--- src/rtl/alu_mult_seq_if.sv ---
// alu_mult_seq_if: requester handshake and shared-ALU bus for the sequential multiplier.
//   master: requester/ALU side (drives start, op_a, op_b, alu_r, alu_cout)
//   slave : multiplier side    (drives busy, done, product, alu_a, alu_b, alu_op, alu_cin)
interface alu_mult_seq_if #(
    parameter int WIDTH = 32
);
    logic                   start;
    logic [WIDTH-1:0]       op_a;
    logic [WIDTH-1:0]       op_b;
    logic                   busy;
    logic                   done;
    logic [2*WIDTH-1:0]     product;
    logic [WIDTH-1:0]       alu_a;
    logic [WIDTH-1:0]       alu_b;
    logic [2:0]             alu_op;
    logic                   alu_cin;
    logic [WIDTH-1:0]       alu_r;
    logic                   alu_cout;

    modport master (
        output start, op_a, op_b, alu_r, alu_cout,
        input  busy, done, product, alu_a, alu_b, alu_op, alu_cin
    );

    modport slave (
        input  start, op_a, op_b, alu_r, alu_cout,
        output busy, done, product, alu_a, alu_b, alu_op, alu_cin
    );
endinterface

--- src/rtl/alu_mult_seq.sv ---
// alu_mult_seq: unsigned shift-add multiplier that sequences an external combinational ALU.
//   clk   : rising-edge clock
//   rst_n : synchronous active-low reset
//   bus   : slave side of alu_mult_seq_if (start/op_a/op_b in, busy/done/product out,
//           alu_a/alu_b/alu_op/alu_cin to the ALU, alu_r/alu_cout from the ALU)
module alu_mult_seq #(
    parameter int         WIDTH  = 32,
    parameter logic [2:0] ADD_OP = 3'b010
) (
    input  logic           clk,
    input  logic           rst_n,
    alu_mult_seq_if.slave  bus
);
    localparam int CW = $clog2(WIDTH);

    typedef enum logic [1:0] {S_IDLE, S_RUN, S_DONE} state_t;

    state_t               r_state;
    state_t               w_next;
    logic [WIDTH-1:0]     r_m;
    logic [WIDTH-1:0]     r_acc;
    logic [WIDTH-1:0]     r_q;
    logic [CW-1:0]        r_cnt;
    logic [2*WIDTH-1:0]   r_product;
    logic                 w_last;
    logic [WIDTH-1:0]     w_acc_nxt;
    logic [WIDTH-1:0]     w_q_nxt;

    assign w_last    = r_cnt == CW'(WIDTH - 1);
    // {carry, sum} shifted right by one: sum LSB drops into the multiplier register
    assign w_acc_nxt = {bus.alu_cout, bus.alu_r[WIDTH-1:1]};
    assign w_q_nxt   = {bus.alu_r[0], r_q[WIDTH-1:1]};

    assign bus.busy    = r_state != S_IDLE;
    assign bus.done    = r_state == S_DONE;
    assign bus.product = r_product;
    assign bus.alu_a   = r_acc;
    assign bus.alu_b   = r_q[0] ? r_m : '0;
    assign bus.alu_op  = ADD_OP;
    assign bus.alu_cin = 1'b0;

    always_comb begin
        w_next = r_state;
        w_next = (r_state == S_IDLE) ? (bus.start ? S_RUN : S_IDLE) :
                 (r_state == S_RUN)  ? (w_last ? S_DONE : S_RUN) : S_IDLE;
    end

    always_ff @(posedge clk) begin
        if (!rst_n) r_state <= S_IDLE;
        else        r_state <= w_next;
    end

    // product is captured on the last RUN edge so it is valid while done is high
    always_ff @(posedge clk) begin
        if (!rst_n) begin
            r_m       <= '0;
            r_acc     <= '0;
            r_q       <= '0;
            r_cnt     <= '0;
            r_product <= '0;
        end else if (r_state == S_IDLE && bus.start) begin
            r_m   <= bus.op_a;
            r_q   <= bus.op_b;
            r_acc <= '0;
            r_cnt <= '0;
        end else if (r_state == S_RUN) begin
            r_acc <= w_acc_nxt;
            r_q   <= w_q_nxt;
            r_cnt <= r_cnt + CW'(1);
            if (w_last) r_product <= {w_acc_nxt, w_q_nxt};
        end
    end
endmodule

--- src/flat_wrapper.sv ---
// flat-port wrapper written by rule: the top's interface ports become plain ports
module alu_mult_seq_flat 
#(
    parameter int         WIDTH  = 32,
    parameter logic [2:0] ADD_OP = 3'b010
)
  (clk, rst_n, bus_start, bus_op_a, bus_op_b, bus_alu_r, bus_alu_cout, bus_busy, bus_done, bus_product, bus_alu_a, bus_alu_b, bus_alu_op, bus_alu_cin);
  alu_mult_seq_if #(.WIDTH(WIDTH)) bus_i ();
  input  logic clk;
  input  logic rst_n;
  input wire logic [$bits(bus_i.start)-1:0] bus_start;
  input wire logic [$bits(bus_i.op_a)-1:0] bus_op_a;
  input wire logic [$bits(bus_i.op_b)-1:0] bus_op_b;
  input wire logic [$bits(bus_i.alu_r)-1:0] bus_alu_r;
  input wire logic [$bits(bus_i.alu_cout)-1:0] bus_alu_cout;
  output wire logic [$bits(bus_i.busy)-1:0] bus_busy;
  output wire logic [$bits(bus_i.done)-1:0] bus_done;
  output wire logic [$bits(bus_i.product)-1:0] bus_product;
  output wire logic [$bits(bus_i.alu_a)-1:0] bus_alu_a;
  output wire logic [$bits(bus_i.alu_b)-1:0] bus_alu_b;
  output wire logic [$bits(bus_i.alu_op)-1:0] bus_alu_op;
  output wire logic [$bits(bus_i.alu_cin)-1:0] bus_alu_cin;
  assign bus_i.start = bus_start;
  assign bus_i.op_a = bus_op_a;
  assign bus_i.op_b = bus_op_b;
  assign bus_i.alu_r = bus_alu_r;
  assign bus_i.alu_cout = bus_alu_cout;
  assign bus_busy = bus_i.busy;
  assign bus_done = bus_i.done;
  assign bus_product = bus_i.product;
  assign bus_alu_a = bus_i.alu_a;
  assign bus_alu_b = bus_i.alu_b;
  assign bus_alu_op = bus_i.alu_op;
  assign bus_alu_cin = bus_i.alu_cin;
  alu_mult_seq #(.WIDTH(WIDTH), .ADD_OP(ADD_OP)) u_core (.clk(clk), .rst_n(rst_n), .bus(bus_i));
endmodule
--- config.mk ---
export PLATFORM = sky130hd
export DESIGN_NAME = alu_mult_seq_flat
export DESIGN_NICKNAME = d
export VERILOG_FILES = /design/src/rtl/alu_mult_seq_if.sv /design/src/rtl/alu_mult_seq.sv /design/src/flat_wrapper.sv
export SDC_FILE = /design/constraint.sdc
export NUM_CORES = 1
export LEC_CHECK = 0
export BUFFER_PORTS_ARGS = -buffer_cell sky130_fd_sc_hd__buf_2
export CAP_MARGIN = 40
export CORE_MARGIN = 8
export CORE_UTILIZATION = 50
export DETAILED_ROUTE_END_ITERATION = 10
export HOLD_SLACK_MARGIN = 0.08
export PLACE_DENSITY = 0.81
export SLEW_MARGIN = 5
export SYNTH_ARGS = -nofsm -noshare
export SYNTH_HDL_FRONTEND = slang
export SYNTH_SLANG_ARGS = --single-unit
--- constraint.sdc ---
create_clock -name clk -period 2.5 [get_ports clk]
set_input_delay 0.125 -clock clk [delete_from_list [all_inputs] [get_ports clk]]
set_output_delay 0.125 -clock clk [all_outputs]
set_load 0.03 [all_outputs]
==> metrics.txt <==
number of global-route vias before repair between 5,000 and 6,000; Least-Margin Pin Slew about 0.55 ns; power per cell area between 600 and 700 nW/um2; Crit Path Max Fanout 47; Worst R2R Path Depth 5; GR Util met3 ~7.8%; WL/cell approximately 17 um; TNS Setup 0 ns; Clock Latency Late Sink between 0.4 and 0.5 ns; most common cell in the netlist dfxtp_1; Clock Pin Slew Worst Setup and Hold Paths around 0.06 ns; worst hold slack between 0.1 and 0.15 ns; share of cells above drive strength 1 between 20% and 30%; max_cap viols 0; post-synthesis cell area between 6000 and 7000 um2; Post-synth EDFFs 0; die height between 100 and 150 um; drt pass-1 iters 4; Core Region about 12,000 um2; met1 Use GR between 20% and 30%; Syn-to-layout area delta 42.59%; Final ANT Viol Nets 0; cell taking the most area after synthesis dfxtp_1; Simple-Gate Fraction of Synth Area between 10% and 20%; DR vias approximately 5,900; Reg area ~3300 um2; I/O pin cnt about 230; mux share of post-synthesis cell area 0%; Fin. Hold Viols 0; row count 41; clock sink count ~170; Total Power 6.081 mW; DIE AREA between 15,000 and 20,000 um2; CP Class reg -> reg; ys flop type dfxtp_1; worst hold start bus_op_b[31]; Synth top area share a little over half; dpl hpwl between 10,000 and 15,000 um; grt met2 use between 30% and 40%; xor/xnor share of the synthesized area less than 1%; maximum clock rate a little under 500 MHz; GPL Wtd Cong 0.7742; capturing point of the worst reg2reg path u_core.r_q[11]; adder-cell share of the synthesized area less than 1%; TritonCTS buffer count 17; global route overflow 0; Total Wirelength approximately 19,000 um; final clock skew around 0.0081 ns; post-synthesis sequential area ratio 53.55%; hold worst-path end u_core.r_q[31]; Slew Limit Fails 0; DRC violations left 0; Syn Inst Count a little under 700; min Tclk post-route around 2.1 ns; FF+latch count, synth between 150 and 200; syn avg cell area between 9 and 10 um2; Critical Path Source Type flip-flop; Yosys cell types 33; Hold WC Path Type in -> reg; non-filler cells, final roughly 1,200; Die W 127.7 um; largest cells by area after synthesis dfxtp_1, nand2_1, a22o_1; WP data arrival between 2 and 2.5 ns; Synth top cells by count dfxtp_1, nand2_1, a21oi_1; worst r2r src u_core.r_state[0]; vias per cell 5.124; # fillers 922; CP endpoint kind flip-flop; Placed Instances a little over 1,000; main combinational cell family by area after synthesis compound AO/OA/AOI/OAI gates; required arrival time at the worst endpoint 2.84 ns; relative slew slack between 60% and 70%; fin util just over 70%; Root Driver clkbuf_16; GRT Overall Usage a little under a quarter; area of the multi-input gates roughly 2500 um2; CTS tree done; Synth Area in Compound Gates 23.83%; Final Cycle Share roughly 83%; initial antenna violation count 1; status completed; H-tree levels 4; Buffers on Ports approximately 230; first-pass GRT wire length 30,320 um; Starting Density slightly above 50%; reg-to-reg slack, setup 0.42 ns; GRT busiest layer met2; RSZ-0062 raised after global routing false; Ys Warns 0; Worst Hold Depth 4; Setup Fix Bufs, Post-CTS 0; ys async rst share 0%; leak pwr roughly 4.0 nW; DR iter-0 viols around 420; pin count of the biggest net entering global routing 63; final net count ~1,100; Worst VDD drop 0.0004393 V; final setup fails 0; clock buffer depth 2
## state kept, by name, indices dropped and copies added, names as in the netlist
signal and count:
u_core.r_m 32, u_core.r_q 32, u_core.r_state 2, u_core.r_cnt 5, u_core.bus.alu_a 32, u_core.bus.product 64
## metrics by stage
step	instance area [um2]	setup WS [ns]
2_1_floorplan	6251	0.8955
3_3_place_gp	7356	0.5845
3_5_place_dp	7371	0.4917
4_1_cts	8897	0.4674
5_1_grt	8900	0.2887
6_report	8902	0.4232
## worst max-delay path: stages, from the launching register on
cell and delay [ns]:
dfxtp_1 0.61, nor2b_4 0.24, buf_4 0.26, buf_4 0.49, nand2_1 0.17, a21oi_1 0.19
## layout make-up
| cell class | instances | area share [%] |
|---|---|---|
| Sequential cell | 167 | 37.55 |
| Multi-Input combinational cell | 449 | 28.26 |
| Timing Repair Buffer | 337 | 25.16 |
| Clock buffer | 23 | 5.369 |
| Tap cell | 172 | 2.417 |
| Clock inverter | 8 | 1.096 |
| Inverter | 2 | 0.08433 |
| Antenna cell | 2 | 0.05622 |
## kinds of logic (layout without fill, tap and decap cells)
family	after synthesis	after routing
other cells	2	6
simple gates	213	213
flops	167	167
buf+inv	62	370
fa+ha+maj	2	2
xor+xnor	2	2
compound gates	228	228
## layer usage
metal  vias to the layer above  part of all wire (%)
li1                       2900                     -
met1                      2739                    39
met2                       247                    50
met3                        58                   7.9
met4                         0                   3.9
met5                         -                     0
## worst max path at each step
stage | startpoint | to | slack (ns)
floorplan | u_core.r_cnt[0] | u_core.bus.product[10] | 0.90
global placement | u_core.r_cnt[0] | u_core.bus.product[31] | 0.58
detailed placement | u_core.r_cnt[0] | u_core.bus.product[19] | 0.49
CTS | u_core.r_state[0] | u_core.r_q[30] | 0.47
global route | u_core.r_state[0] | u_core.r_q[30] | 0.29
finish | u_core.r_state[0] | u_core.r_q[11] | 0.42
## placed cells by master (no fill, tap or decap), types with 2 or more instances in the layout
cell and instances:
a21boi_0 13, a21boi_1 19, a21oi_1 97, a22o_1 64, and2_1 33, buf_12 3, buf_2 229, buf_4 9
bufinv_16 2, clkbuf_1 3, clkbuf_16 17, clkbuf_8 3, clkinv_2 3, clkinvlp_4 3, conb_1 4, dfxtp_1 167
diode_2 2, dlygate4sd3_1 95, ha_1 2, inv_1 2, nand2_1 162, nor2_1 4, nor3b_1 2, o21ai_0 2
o21ai_1 27, o21ai_2 3, o221a_2 2
## repair_timing
action	CTS	global route
endpoints found under the setup margin	0	0
hold endpoints to repair	127	0
hold buffers	95	0
gates resized for setup	0	0
## where the power goes
group          internal (mW)  switching, mW
registers               2.76         0.0669
logic                  0.307          0.408
clock network           1.54          0.996
total                   4.61           1.47
Power figures use the tool's default switching activity.
